--- config.mk ---
export PLATFORM = sky130hd
export DESIGN_NAME = sram_rr_arbiter
export DESIGN_NICKNAME = d
export VERILOG_FILES = /design/src/rtl/sram_rr_arbiter.sv
export SDC_FILE = /design/constraint.sdc
export NUM_CORES = 1
export LEC_CHECK = 0
export ABC_AREA = 1
export CORE_MARGIN = 5
export CORE_UTILIZATION = 44
export CTS_CLUSTER_SIZE = 12
export DETAILED_ROUTE_END_ITERATION = 12
export PLACE_DENSITY = 0.84
export RECOVER_POWER = 50
export SLEW_MARGIN = 10
export SYNTH_ARGS = -nofsm -noshare
export SYNTH_HDL_FRONTEND = slang
export SYNTH_SLANG_ARGS = --single-unit
export TNS_END_PERCENT = 10
--- constraint.sdc ---
create_clock -name clk -period 2.97 [get_ports clk]
set_input_delay 0.594 -clock clk [delete_from_list [all_inputs] [get_ports clk]]
set_output_delay 0.594 -clock clk [all_outputs]
set_load 0.005 [all_outputs]
--- src/rtl/sram_rr_arbiter.sv ---
// Two-port round-robin arbiter/sequencer in front of a single-port SRAM.
// Each access is one arbitration cycle followed by one strobe cycle.
module sram_rr_arbiter #(
  parameter  int WIDTH  = 4,
  parameter  int DEPTH  = 32,
  localparam int ADDR_W = $clog2(DEPTH)
) (
  input  logic              clk,
  input  logic              rst,
  input  logic              p0_req,
  input  logic              p0_wr,
  input  logic [ADDR_W-1:0] p0_addr,
  input  logic [WIDTH-1:0]  p0_wdata,
  output logic              p0_gnt,
  output logic              p0_rvalid,
  output logic [WIDTH-1:0]  p0_rdata,
  input  logic              p1_req,
  input  logic              p1_wr,
  input  logic [ADDR_W-1:0] p1_addr,
  input  logic [WIDTH-1:0]  p1_wdata,
  output logic              p1_gnt,
  output logic              p1_rvalid,
  output logic [WIDTH-1:0]  p1_rdata,
  output logic              sram_cs,
  output logic              sram_we,
  output logic              sram_oe,
  output logic [ADDR_W-1:0] sram_addr,
  output logic [WIDTH-1:0]  sram_wdata,
  input  logic [WIDTH-1:0]  sram_rdata
);

  typedef enum logic [1:0] {
    IDLE  = 2'd0,
    WRITE = 2'd1,
    READ  = 2'd2
  } state_t;

  state_t      state;
  logic        owner;
  logic        ptr;
  logic        win;
  logic        win_wr;
  logic [1:0]  rvalid;

  always_comb begin
    win = 1'b0;
    unique case (1'b1)
      p0_req && p1_req:  win = ptr;
      p1_req && !p0_req: win = 1'b1;
      default:           win = 1'b0;
    endcase
  end

  assign win_wr = win ? p1_wr : p0_wr;

  always_ff @(posedge clk or posedge rst) begin
    if (rst) begin
      state      <= IDLE;
      owner      <= 1'b0;
      ptr        <= 1'b0;
      rvalid     <= 2'b00;
      sram_addr  <= '0;
      sram_wdata <= '0;
      p0_rdata   <= '0;
      p1_rdata   <= '0;
    end else begin
      rvalid <= 2'b00;
      unique case (state)
        IDLE: begin
          if (p0_req || p1_req) begin
            owner      <= win;
            ptr        <= ~win;
            sram_addr  <= win ? p1_addr : p0_addr;
            sram_wdata <= win ? p1_wdata : p0_wdata;
            state      <= win_wr ? WRITE : READ;
          end
        end
        WRITE: state <= IDLE;
        READ: begin
          state         <= IDLE;
          rvalid[owner] <= 1'b1;
          if (owner) p1_rdata <= sram_rdata;
          else       p0_rdata <= sram_rdata;
        end
        default: state <= IDLE;
      endcase
    end
  end

  // Strobes and grants decode from registered state only.
  assign sram_cs   = (state == WRITE) || (state == READ);
  assign sram_we   = (state == WRITE);
  assign sram_oe   = (state == READ);
  assign p0_gnt    = sram_cs && !owner;
  assign p1_gnt    = sram_cs && owner;
  assign p0_rvalid = rvalid[0];
  assign p1_rvalid = rvalid[1];

endmodule
==> reports/results.tsv <==
stage	metric	value	unit
synthesis	synth_most_common_cell	nand2_1	
routing	remaining_drc_errors	0	
timing	skew	0.00918	ns
routing	avgViaCountPerCell	4.74	
routing	drt_first_pass_iters	5	
timing	setup_viol	0	
clocking	cts.sinks	23	
pwr	peakVddDrop	578	uV
global_routing	grt_max_degree	24	
worst_setup_path	crit_path_end_kind	primary output	
clocking	root_buffer	clkbuf_4	
synthesis	synth_largest_area_cell	dfrtp_1	
routing	ant_nets	0	
timing	setup_slack	0.679	ns
clocking	clkTransAtPathRegs	0.12	ns
worst_setup_path	cpMostUsedCell	inv_1	
global_routing	antenna_found_initial	0	
pwr	p_per_area	847	nW/um^2
synthesis	synth_edf_count	0	
synthesis	synth_seq_cells	23	
routing	detail_route.iter0.violations	23	
pwr	p_leak	0.907	nW
worst_setup_path	crit_type	reg2out	
floorplanning	rows	18	
job	cap_viol_max_count	0	
placed_design	globalplace.congestion	0.845	
global_routing	grt_pass1_wl	4750	um
placed_design	place_ws	0.788	ns
placed_design	hpwlAfterDp	2330	um
routing	num_vias	1086	
clocking	cts_hold_buffers	0	
global_routing	track_usage	17.4	%
worst_setup_path	startpoint_type	flip-flop	
timing	max_slew.worst_pin.slew	0.840	ns
worst_setup_path	critical_path.top_delay_family	buffers and inverters	
synthesis	ys_warn_count	0	
run_status	outcome	complete, no violations	
global_routing	grt_pass1_vias	1077	
timing	rsz0062_at_grt	no	
synthesis	ys.flop_type	dfrtp_1	
finish	drive_gt1_share	3.02	%
floorplanning	die_w	60.8	um
floorplanning	fp.coreArea	2480	um^2
timing	drv_slew	0	
synthesis	syn_avg_cell_area	7.67	um^2
timing	finalCritPeriodShare	77.1	%
synthesis	synth_top_area_share	50.7	%
worst_setup_path	cp_max_fo	3	
finish	fill_cells	206	
global_routing	grt.busiest_layer	met2	
worst_setup_path	critical_path.cell_chain	inv_1 -> ha_1 -> inv_1 -> nor2_1 -> clkdlybuf4s50_1	
clocking	cts_tree	yes	
routing	wl	2960	um
global_routing	grtUsageMet3	2.55	%
floorplanning	die_area	3690	um^2
clocking	postCtsSetupBuffers	0	
timing	relSlewSlack	44.0	%
floorplanning	start_util	45.8	%
synthesis	syn_area	1130	um^2
global_routing	grt-ovfl-total	0	
synthesis	synthArstFlopShare	100	%
global_routing	use_met2	31.0	%
synthesis	synth_area_leaders	dfrtp_1, nand2_1, inv_1	
timing	hold_violations	0	
routing	wl_per_cell	12.9	um
timing	min_period	2.29	ns
floorplanning	die_y	60.8	um
worst_setup_path	cp.arrival	1.70	ns
synthesis	seq_area_frac_synth	50.7	%
finish	layout.nets	231	
synthesis	synth_cell_types	13	
synthesis	yosys-top-cells-count	nand2_1, inv_1, dfrtp_1, nand3_1, o21ai_0	
worst_setup_path	path_buf_inv	3	
synthesis	synthCells	148	
worst_setup_path	slowest_stage	clkdlybuf4s50_1	
finish	syn2layout_area_growth	48.4	%
timing	tns	0	ns
worst_setup_path	required	2.38	ns
clocking	h-tree-depth	1	
clocking	numCtsBuffers	3	
hold_path	hold_class	reg2reg	
synthesis	syn_nets	179	
clocking	max-clock-path-buffers	2	
global_routing	use_met1	20.4	%
floorplanning	ioPinCount	52	
clocking	insertion_delay	0.31	ns
timing	fmax	436	MHz
placed_design	io_buffers	51	
worst_setup_path	max_stage_delay	0.50	ns
clocking	cts_resized	0	
finish	num_antenna_cells	0	
[placed cells by master, fill, tap and decap left out]
cell type,instances
nor2_4,1
nor3_1,1
clkdlybuf4s50_1,48
nand2_1,46
clkbuf_4,3
ha_1,3
o21ai_0,9
inv_2,1
nand3_1,23
clkinv_2,1
dlygate4sd3_1,3
dfrtp_1,23
nor2_1,2
o21a_1,1
inv_1,34
[where the power goes]
part           internal [W]  total, W  switching [W]
Sequential         0.000461  0.000552      0.0000912
Combinational      0.000408  0.000732       0.000324
Clock             0.0000502  0.000143      0.0000926
[cell type report]
| cell class | instances | area (um^2) | area share [%] |
|---|---|---|---|
| multi-input cells | 86 | 402 | 23.8 |
| inverters | 35 | 131 | 7.80 |
| clock buffers | 3 | 22.5 | 1.34 |
| well taps | 30 | 37.5 | 2.23 |
| clock inverters | 1 | 5.00 | 0.297 |
| flip-flops and latches | 23 | 576 | 34.2 |
| repair buffers | 51 | 510 | 30.3 |
[flip-flops by register name (all words and copies together) (netlist names)]
signal / cells
rvalid: 2
ptr: 1
p1_rdata: 4
sram_wdata: 4
state: 2
sram_addr: 5
p0_rdata: 4
owner: 1
[per-layer routing]
layer,share of wire (%),vias up
met1,39,508
met2,54,28
li1,-,546
met4,1.8,0
met5,0,-
met3,4.7,4
[worst min-delay path: stages (launching register included)]
cell and delay [ns]:
dfrtp_1 0.37, nand2_1 0.05, nand2_1 0.06
[path summary, 6_finish.rpt]
kind                                    start       endpoint  slack (ns)  cells after the start
worst max-delay path                 state[1]         p0_gnt        0.68                      5
min in group asynchronous                 rst  sram_wdata[0]        0.87                      2
worst max register to register       state[1]  sram_wdata[3]        1.52                      7
worst min register to register  sram_wdata[3]  sram_wdata[3]        0.51                      2
worst min-delay path            sram_wdata[3]  sram_wdata[3]        0.51                      2
max in group asynchronous                 rst       state[1]        1.57                      2
[through the flow]
| step | instance area (um^2) | hold WS [ns] | util (%) | std cells | total power (W) |
|---|---|---|---|---|---|
| global route | 1680 | 0.530 | 68.0 | 229 | 0.00155 |
| global placement | 1660 | 0.469 | 66.9 | 225 | 0.00126 |
| floorplan | 1130 | 0.464 | - | 148 | 0.000865 |
| detailed placement | 1660 | 0.479 | 66.9 | 225 | 0.00130 |
| finish | 1680 | 0.507 | 68.0 | 229 | 0.00143 |
| CTS | 1680 | 0.507 | 68.0 | 229 | 0.00144 |
[cells by family after synthesis]
kind of cell / share of synthesized area (%)
compound gates: 4.63
fa+ha+maj: 3.31
buf+inv: 13.9
flops: 50.7
simple gates: 27.5
No activity file was read; power rests on OpenSTA's default activity.
